File: config.mk
export PLATFORM = sky130hd
export DESIGN_NAME = piece_bag_queue_flat
export DESIGN_NICKNAME = d
export VERILOG_FILES = /design/src/rtl/piece_bag_queue_if.sv /design/src/rtl/piece_bag_queue.sv /design/src/flat_wrapper.sv
export SDC_FILE = /design/constraint.sdc
export NUM_CORES = 1
export LEC_CHECK = 0
export CORE_AREA = 4 4 55 81
export DETAILED_ROUTE_END_ITERATION = 8
export DIE_AREA = 0 0 59 85
export GPL_ROUTABILITY_DRIVEN = 1
export PLACE_DENSITY = 0.68
export SYNTH_ARGS = -nofsm -noshare
export SYNTH_HDL_FRONTEND = slang
export SYNTH_SLANG_ARGS = --single-unit
File: constraint.sdc
create_clock -name CLK -period 2 [get_ports CLK]
set_input_delay 0.4 -clock CLK [delete_from_list [all_inputs] [get_ports CLK]]
set_output_delay 0.4 -clock CLK [all_outputs]
set_load 0.01 [all_outputs]
File: src/rtl/piece_bag_queue_if.sv
// piece_bag_queue_if: piece-stream handshake between the game FSM / seed
// generator (master) and the piece bag queue (slave).
interface piece_bag_queue_if #(
    parameter int DEPTH = 3
);
    logic [2:0]         seed;
    logic               pop;
    logic               hold;
    logic               piece_valid;
    logic [2:0]         piece;
    logic [3*DEPTH-1:0] queue_flat;
    logic [2:0]         count;
    logic               held_valid;
    logic [2:0]         held;

    modport master (
        output seed, pop, hold,
        input  piece_valid, piece, queue_flat, count, held_valid, held
    );

    modport slave (
        input  seed, pop, hold,
        output piece_valid, piece, queue_flat, count, held_valid, held
    );
endinterface

File: src/rtl/piece_bag_queue.sv
// piece_bag_queue: turns a free-running 3-bit seed into a 7-bag randomised
// piece stream and buffers it in a DEPTH-entry preview FIFO (entry 0 is the
// current piece). Optional hold slot is compiled in when HOLD_EN is defined.
module piece_bag_queue #(
    parameter int DEPTH = 3,
    parameter int PW    = 3
) (
    input logic              CLK,
    input logic              reset,
    piece_bag_queue_if.slave bus
);
    typedef enum logic {FILL = 1'b0, READY = 1'b1} state_t;

    state_t        state_q, state_d;
    logic [PW-1:0] entry_q [DEPTH];
    logic [PW-1:0] entry_d [DEPTH];
    logic [PW-1:0] shifted_s [DEPTH];
    logic [2:0]    count_q, count_d;
    logic          valid_q, valid_d;
    logic [6:0]    mask_q, mask_d;
    logic [6:0]    mask_set_s;
    logic [7:0]    mask_ext_s;
    logic [2:0]    cand_s;
    logic [2:0]    tail_s;
    logic          pop_ok_s, hold_take_s, shift_s, push_s;
`ifdef HOLD_EN
    logic [PW-1:0] held_q, held_d;
    logic          held_valid_q, held_valid_d;
    logic          lock_q, lock_d;
    logic          hold_ok_s, hold_swap_s;
`endif

    // Lowest piece value not yet used in the current bag.
    function automatic logic [2:0] lowest_free(input logic [6:0] m);
        lowest_free = 3'd0;
        for (int i = 6; i >= 0; i--) begin
            if (!m[i]) lowest_free = 3'(i);
        end
    endfunction

    // Decode which queue operation happens at this edge.
    always_comb begin
        pop_ok_s = bus.pop && valid_q;
`ifdef HOLD_EN
        hold_ok_s   = bus.hold && !bus.pop && valid_q && !lock_q;
        hold_take_s = hold_ok_s && !held_valid_q;
        hold_swap_s = hold_ok_s && held_valid_q;
`else
        hold_take_s = 1'b0;
`endif
        shift_s = pop_ok_s || hold_take_s;
        push_s  = (state_q == FILL) || shift_s;
    end

    // Pick the push candidate and advance the bag mask; a full bag restarts empty.
    always_comb begin
        mask_ext_s = {1'b1, mask_q};    // seed 7 always looks used
        if (!mask_ext_s[bus.seed]) cand_s = bus.seed;
        else                       cand_s = lowest_free(mask_q);
        mask_set_s = mask_q | (7'd1 << cand_s);
        if (!push_s)                    mask_d = mask_q;
        else if (mask_set_s == 7'h7F)   mask_d = 7'h00;
        else                            mask_d = mask_set_s;
    end

    // Shift/swap the queue and write the pushed piece at the tail.
    always_comb begin
        for (int i = 0; i < DEPTH; i++) shifted_s[i] = entry_q[i];
        tail_s = count_q;
        if (shift_s) begin
            for (int i = 0; i < DEPTH - 1; i++) shifted_s[i] = entry_q[i + 1];
            shifted_s[DEPTH - 1] = '0;
            tail_s = count_q - 3'd1;
        end else begin
`ifdef HOLD_EN
            if (hold_swap_s) shifted_s[0] = held_q;
            else             shifted_s[0] = entry_q[0];
`endif
        end
        for (int i = 0; i < DEPTH; i++) begin
            entry_d[i] = (push_s && (tail_s == 3'(i))) ? cand_s : shifted_s[i];
        end
    end

    // Occupancy count and FILL/READY state; READY is left only through reset.
    always_comb begin
        if (push_s && !shift_s) count_d = count_q + 3'd1;
        else                    count_d = count_q;
        valid_d = (count_d != 3'd0);
        case (state_q)
            FILL: begin
                if (count_d == 3'(DEPTH)) state_d = READY;
                else                      state_d = FILL;
            end
            READY:   state_d = READY;
            default: state_d = FILL;
        endcase
    end

    // Queue, mask and state registers with synchronous active-low reset.
    always_ff @(posedge CLK) begin
        if (!reset) begin
            state_q <= FILL;
            count_q <= 3'd0;
            valid_q <= 1'b0;
            mask_q  <= 7'h00;
            for (int i = 0; i < DEPTH; i++) entry_q[i] <= '0;
        end else begin
            state_q <= state_d;
            count_q <= count_d;
            valid_q <= valid_d;
            mask_q  <= mask_d;
            for (int i = 0; i < DEPTH; i++) entry_q[i] <= entry_d[i];
        end
    end

`ifdef HOLD_EN
    // Hold slot next state: take on first hold, swap afterwards, lock until a pop.
    always_comb begin
        held_d       = held_q;
        held_valid_d = held_valid_q;
        lock_d       = lock_q;
        if (hold_ok_s) begin
            held_d       = entry_q[0];
            held_valid_d = 1'b1;
            lock_d       = 1'b1;
        end else if (pop_ok_s) begin
            lock_d       = 1'b0;
        end else begin
            lock_d       = lock_q;
        end
    end

    // Hold slot registers.
    always_ff @(posedge CLK) begin
        if (!reset) begin
            held_q       <= '0;
            held_valid_q <= 1'b0;
            lock_q       <= 1'b0;
        end else begin
            held_q       <= held_d;
            held_valid_q <= held_valid_d;
            lock_q       <= lock_d;
        end
    end

    assign bus.held       = held_q;
    assign bus.held_valid = held_valid_q;
`else
    assign bus.held       = 3'd0;
    assign bus.held_valid = 1'b0;
`endif

    assign bus.piece       = entry_q[0];
    assign bus.piece_valid = valid_q;
    assign bus.count       = count_q;

    for (genvar g = 0; g < DEPTH; g++) begin : g_flat
        assign bus.queue_flat[PW*g +: PW] = entry_q[g];
    end
endmodule

File: src/flat_wrapper.sv
// flat-port wrapper written by rule: the top's interface ports become plain ports
module piece_bag_queue_flat 
#(
    parameter int DEPTH = 3,
    parameter int PW    = 3
)
  (CLK, reset, bus_seed, bus_pop, bus_hold, bus_piece_valid, bus_piece, bus_queue_flat, bus_count, bus_held_valid, bus_held);
  piece_bag_queue_if #(.DEPTH(DEPTH)) bus_i ();
  input logic CLK;
  input logic reset;
  input wire logic [$bits(bus_i.seed)-1:0] bus_seed;
  input wire logic [$bits(bus_i.pop)-1:0] bus_pop;
  input wire logic [$bits(bus_i.hold)-1:0] bus_hold;
  output wire logic [$bits(bus_i.piece_valid)-1:0] bus_piece_valid;
  output wire logic [$bits(bus_i.piece)-1:0] bus_piece;
  output wire logic [$bits(bus_i.queue_flat)-1:0] bus_queue_flat;
  output wire logic [$bits(bus_i.count)-1:0] bus_count;
  output wire logic [$bits(bus_i.held_valid)-1:0] bus_held_valid;
  output wire logic [$bits(bus_i.held)-1:0] bus_held;
  assign bus_i.seed = bus_seed;
  assign bus_i.pop = bus_pop;
  assign bus_i.hold = bus_hold;
  assign bus_piece_valid = bus_i.piece_valid;
  assign bus_piece = bus_i.piece;
  assign bus_queue_flat = bus_i.queue_flat;
  assign bus_count = bus_i.count;
  assign bus_held_valid = bus_i.held_valid;
  assign bus_held = bus_i.held;
  piece_bag_queue #(.DEPTH(DEPTH), .PW(PW)) u_core (.CLK(CLK), .reset(reset), .bus(bus_i));
endmodule
==> out/metrics.cfg, run 1 <==
[status]
status=finished, final reports clean

[cells_and_area]
n_fill_cell=350
fin_nets=242
layout-drive-gt1-share_pct=33.2
antenna_cells=0
multi_input_comb_area_sq_um=912
regArea_sq_um=429
area_growth_pct=50.7
final_cell_mix=buf_4, a21oi_1, nor2_1, clkdlybuf4s50_1, nand2_1
layout_commonest_cell=buf_4

[logic_synthesis]
synth_xor_area_share_pct=1.96
synth_top_family_by_area=compound AO/OA/AOI/OAI gates
yosys.area_share.adder_pct=1.86
yosysSeqAreaShare_pct=31.3
yosys_warnings=0
syn_area_per_cell_sq_um=7.76
synth-seq-cells=21
ys_types=45
synthArstFlopShare_pct=0
synth.area.mux_share_pct=2.33
synth_cells=173
synth_area_sq_um=1340
ys.flop_type=dfxtp_1
ys_top_cells_by_area=dfxtp_1, a21oi_1, nor2_1, nand2_1, buf_4
yosys.area_share.simple_pct=22.7
synth_edf_count=0
synth_compound_area_share_pct=30.6
yosysTopAreaCellShare_pct=31.3
synth.largest_area_cell=dfxtp_1

[clocking]
clk_pin_slew_worst_paths_ns=0.08
cts.root.buffer_cell=clkbuf_8
cts_sinks=21
h-tree-depth=1
clkLatencyLatePin_ns=0.26
cts_tree=done
cts_made_buffers=3
holdBufCountCts=0
clk_path_buf_depth=2

[setup_path]
path_common_cell=buf_6
r2r-end=u_core.mask_q[4]
cp_max_fo=7
critPathKind=input pin to flop
r2r_start=u_core.mask_q[2]
cpMaxStageDelayCell=a22oi_2
critical-path-top-delay-family=compound AO/OA/AOI/OAI gates
start_kind=input pin
cp_data_required_time_ns=2.15
crit_buf_inv=4
critical_path_arrival_ns=2.11
cp-end-kind=flop
r2r_slack_ns=0.08
slowest_delay_ns=0.20
reg2reg_depth=9
cp_cell_sequence=clkbuf_2 -> buf_6 -> mux2i_4 -> a22oi_2 -> o2111ai_2 -> buf_4 -> o22ai_2 -> a31oi_1 -> a32oi_2 -> buf_6 -> a21oi_1

[min_path]
min_from=u_core.entry_q[0][1]
min_path_cells=2
hold_path_class=flop to flop
holdPathEnd=u_core.entry_q[0][1]

[placed_design]
numPortBuffers=21
dp_hpwl_microns=2930
finalWeightedCongestion=0.840
place_ws_ns=-0.566

[global_routing]
grt_max_degree=13
grt_first_pass_wirelength_microns=6150
grt.met1_usage_pct=16.3
busiest_layer=met2
antenna_found_initial=0
grt_overflow_total=0
met3_usage_pct=2.28
grt_use_total_pct=15.2
grt_pass1_vias=1398
grt.met2_usage_pct=28.6

[floorplan]
start_util_pct=36.1
dieArea_sq_um=5020
die_x_microns=59
core-area_sq_um=3720
rows=27
ios=27
die_h_microns=85

[timing]
fin_hold_ws_ns=0.504
period_share_pct=98.2
setup_ws_ns=0.0366
hold_viol_final=0
min_period_ns=1.96
skew_ns=0.00361
tns_ns=0
fmax_mhz=509
setup_viol_count_final=0
slew_viol_final=0

[routing]
drc_errors=0
drt_iter0_markers=80
ant_nets=0
wirelength_microns=3940
avgViaCountPerCell=5.49
vias=1511
first_pass_iters=4
wl_per_cell_microns=14.3

[power_and_ir_drop]
max-vdd-ir-drop_mv=0.757
power.density_nw_per_um2=1500
p_leak_nw=0.831

[flow_run]
maxCapViolCount=0

Yosys cell counts, types with 3 or more instances:
cell type	count
a211oi_1	4
a21oi_1	23
a31oi_1	8
and3_1	4
buf_4	7
clkbuf_1	5
dfxtp_1	21
inv_1	7
nand2_1	17
nand2b_1	3
nand3_1	8
nand4_1	3
nor2_1	19
nor2b_1	4
o21ai_0	3
flip-flops by register name, summed over array words and instances (netlist names):
| signal | flops |
|---|---|
| u_core.entry_q | 9 |
| u_core.state_q | 1 |
| u_core.bus.piece_valid | 1 |
| u_core.bus.count | 3 |
| u_core.mask_q | 7 |
power breakdown:
part / leakage (nW) / total (mW) / internal (mW) / switching (mW)
registers: 0.175 / 0.824 / 0.604 / 0.221
clock network: 0.0255 / 0.273 / 0.139 / 0.135
logic: 0.631 / 1.94 / 1.02 / 0.923
total: 0.831 / 3.04 / 1.76 / 1.28
metal layers:
layer / wire length, microns / part of all wire (%) / vias up
met5: 0 / 0 / -
met1: 1500 / 38 / 720
met3: 161 / 4.1 / 11
met4: 93 / 2.4 / 0
met2: 2180 / 55 / 42
li1: - / - / 738
worst max-delay path by stage:
stage	end	startpoint	slack (ns)	depth (start not counted)
floorplan	u_core.mask_q[0]	bus_seed[1]	-0.004	8
global placement	u_core.mask_q[5]	bus_seed[2]	-0.50	10
detailed placement	u_core.mask_q[3]	bus_seed[1]	-0.57	10
CTS	u_core.mask_q[5]	bus_seed[2]	0.03	10
global route	u_core.entry_q[0][1]	u_core.bus.count[1]	-0.05	8
finish	u_core.mask_q[4]	bus_seed[1]	0.04	11
repair_timing:
item	CTS	global route
pin swaps	5	8
setup buffers	2	5
endpoints found under the setup margin	8	10
resized for setup	14	22
stage by stage:
| step | power (mW) | cell area (sq um) | util [%] | cells |
|---|---|---|---|---|
| after floorplan | 1.74 | 1380 | - | 176 |
| after global placement | 2.50 | 1840 | 49.4 | 264 |
| after detailed placement | 2.51 | 1840 | 49.4 | 264 |
| after CTS | 2.85 | 1930 | 52.0 | 270 |
| after global routing | 3.28 | 2020 | 54.4 | 275 |
| final | 3.04 | 2020 | 54.4 | 275 |
cells by family after synthesis:
group / Yosys count
fa+ha+maj: 2
other cells: 1
flops: 21
compound gates: 58
xor+xnor: 3
mux: 3
buf+inv: 21
simple gates: 64
worst register-to-register path, delay by kind of cell (launching register included):
family,cells,cell delay [ns]
AO/OA/AOI/OAI,6,0.95
flip-flops,1,0.44
buffers and inverters,2,0.31
multiplexers,1,0.11
final cells by class:
class | instances | area share, %
clock buffer | 3 | 2.04
clock inverter | 1 | 0.247
inverter | 7 | 1.30
multi-input combinational | 134 | 45.1
sequential | 21 | 21.2
tap | 43 | 2.66
timing repair buffer | 66 | 27.5
No activity file was read; power rests on OpenSTA's default activity.
==> run 2, diff against run 1 <==
Settings changed: CELL_PAD_IN_SITES_DETAIL_PLACEMENT from default to 0, CELL_PAD_IN_SITES_GLOBAL_PLACEMENT from default to 1, CORE_AREA 4 4 55 81 to 4 4 58 86, DIE_AREA 0 0 59 85 to 0 0 62 90, PLACE_DENSITY 0.68 to default, PLACE_DENSITY_LB_ADDON from default to 0.15.
==> run 2 against run 1 <==
Compared with the run above:
- die area increased by 11%
- worst setup slack gained 0.038 ns
- sequential share of layout area grew 0.35 points
- clock skew fell by 0.0024 ns
- non-clock buffer count is 4 higher
- maximum frequency increased by 2.0%
- wire length grew 5.9%
- via count is 2.1% higher
- sequential power decreased by 3.3%
- global-route usage up 0.51 points
- highest routed layer unchanged
==> out/metrics.cfg, run 2 (synthesis results as in run 1) <==
[status]
status=finished, final reports clean

[setup_path]
critical_path_arrival_ns=2.08
start_kind=flop
r2r_start=u_core.mask_q[4]
cp_max_fo=7
cp-end-kind=flop
cp_data_required_time_ns=2.15
critPathKind=flop to flop
startpoint=u_core.mask_q[4]
r2r_slack_ns=0.07

[cells_and_area]
n_fill_cell=430
layout-drive-gt1-share_pct=33.5
final_cell_mix=buf_4, a21oi_1, nor2_1
layout_commonest_cell=buf_4
area_growth_pct=49.6
utilization_pct=47.3
fin_nets=246
largest_register_ffs=9
antenna_cells=0
regArea_sq_um=433
multi_input_comb_area_sq_um=878
final_cells=282
largest-register=u_core.entry_q

[timing]
fmax_mhz=519
skew_ns=0.00123
min_period_ns=1.93
period_share_pct=96.3
fin_hold_ws_ns=0.504
slew_viol_final=0
rsz0062_at_grt=true
setup_viol_count_final=0
hold_viol_final=0
setup_ws_ns=0.0747

[clocking]
clk_path_buf_depth=2
cts_tree=done
cts_made_buffers=3
cts_sinks=21
cts.root.buffer_cell=clkbuf_8
h-tree-depth=1
clkLatencyLatePin_ns=0.26
holdBufCountCts=0
clk_pin_slew_worst_paths_ns=0.08

[placed_design]
dp.cells=271
finalWeightedCongestion=0.911
numPortBuffers=21
dp_hpwl_microns=3260
place_ws_ns=-0.640

[power_and_ir_drop]
p_total_mw=3.04
power.density_nw_per_um2=1510
p_leak_nw=0.837
max-vdd-ir-drop_mv=0.852

[floorplan]
start_util_pct=31.6
rows=29
core-area_sq_um=4250
die_h_microns=90
dieArea_sq_um=5580
die_x_microns=62
ios=27

[flow_run]
maxCapViolCount=0

[global_routing]
grt_overflow_total=0
grt_use_total_pct=15.7
grt_max_degree=13
grt_pass1_vias=1520
grt_first_pass_wirelength_microns=6700
antenna_found_initial=0

[min_path]
hold_path_class=flop to flop
min_from=u_core.entry_q[0][1]

[routing]
ant_nets=0
drt_iter0_markers=71
vias=1542
drc_errors=0
avgViaCountPerCell=5.47
wl_per_cell_microns=14.8
wirelength_microns=4170
first_pass_iters=4

[run 2: cell types whose count changed in the layout (fill, tap and decap cells not counted), sizes merged]
cell,change
clkbuf,+1
buf,+3
[run 2: final cells by class]
| type | count | share of cell area, % |
|---|---|---|
| repair buffers | 70 | 28.2 |
| clock buffers | 3 | 2.06 |
| multi-input cells | 134 | 43.7 |
| clock inverters | 1 | 0.249 |
| inverters | 7 | 1.31 |
| well taps | 46 | 2.87 |
| flip-flops and latches | 21 | 21.6 |
[run 2: worst paths after layout]
path                          end  cells after the start
max              u_core.mask_q[4]                      8
min          u_core.entry_q[0][1]                      2
max reg2reg      u_core.mask_q[4]                      8
min reg2reg  u_core.entry_q[0][1]                      2
[run 2: per-stage QoR]
step | TNS (ns) | instance area, sq um
finish | 0 | 2010
global placement | -5.74 | 1870
detailed placement | -6.62 | 1870
CTS | 0 | 1990
floorplan | -0.0278 | 1380
global route | -0.0186 | 2010
[run 2: worst max-delay path: stages, from the launching register on]
cell and delay (ns):
dfxtp_2 0.40, nor2b_2 0.23, o31ai_4 0.10, nor2_1 0.28, and3_1 0.26, o211ai_1 0.13, a32oi_2 0.18, buf_4 0.17
a21oi_1 0.07
[run 2: power by group]
part	total [mW]	switching, mW	internal [mW]
sequential	0.797	0.187	0.609
combinational	1.96	0.949	1.01
clock	0.280	0.141	0.139
[run 2: layer usage]
layer	wire length [microns]	global-route usage (%)	up-vias	part of all wire, %
met5	0	0	-	0
met1	1570	15.9	727	38
met4	240	10.6	0	5.8
li1	-	-	748	-
met3	173	2.58	19	4.1
met2	2180	27.2	48	52
[run 2: timing repair]
item | 4_1_cts | 5_1_grt
gates resized for setup | 10 | 18
buffers inserted | 7 | 0
hold endpoints to repair | 0 | 0
endpoints found under the setup margin | 10 | 8
pin swaps | 7 | 3
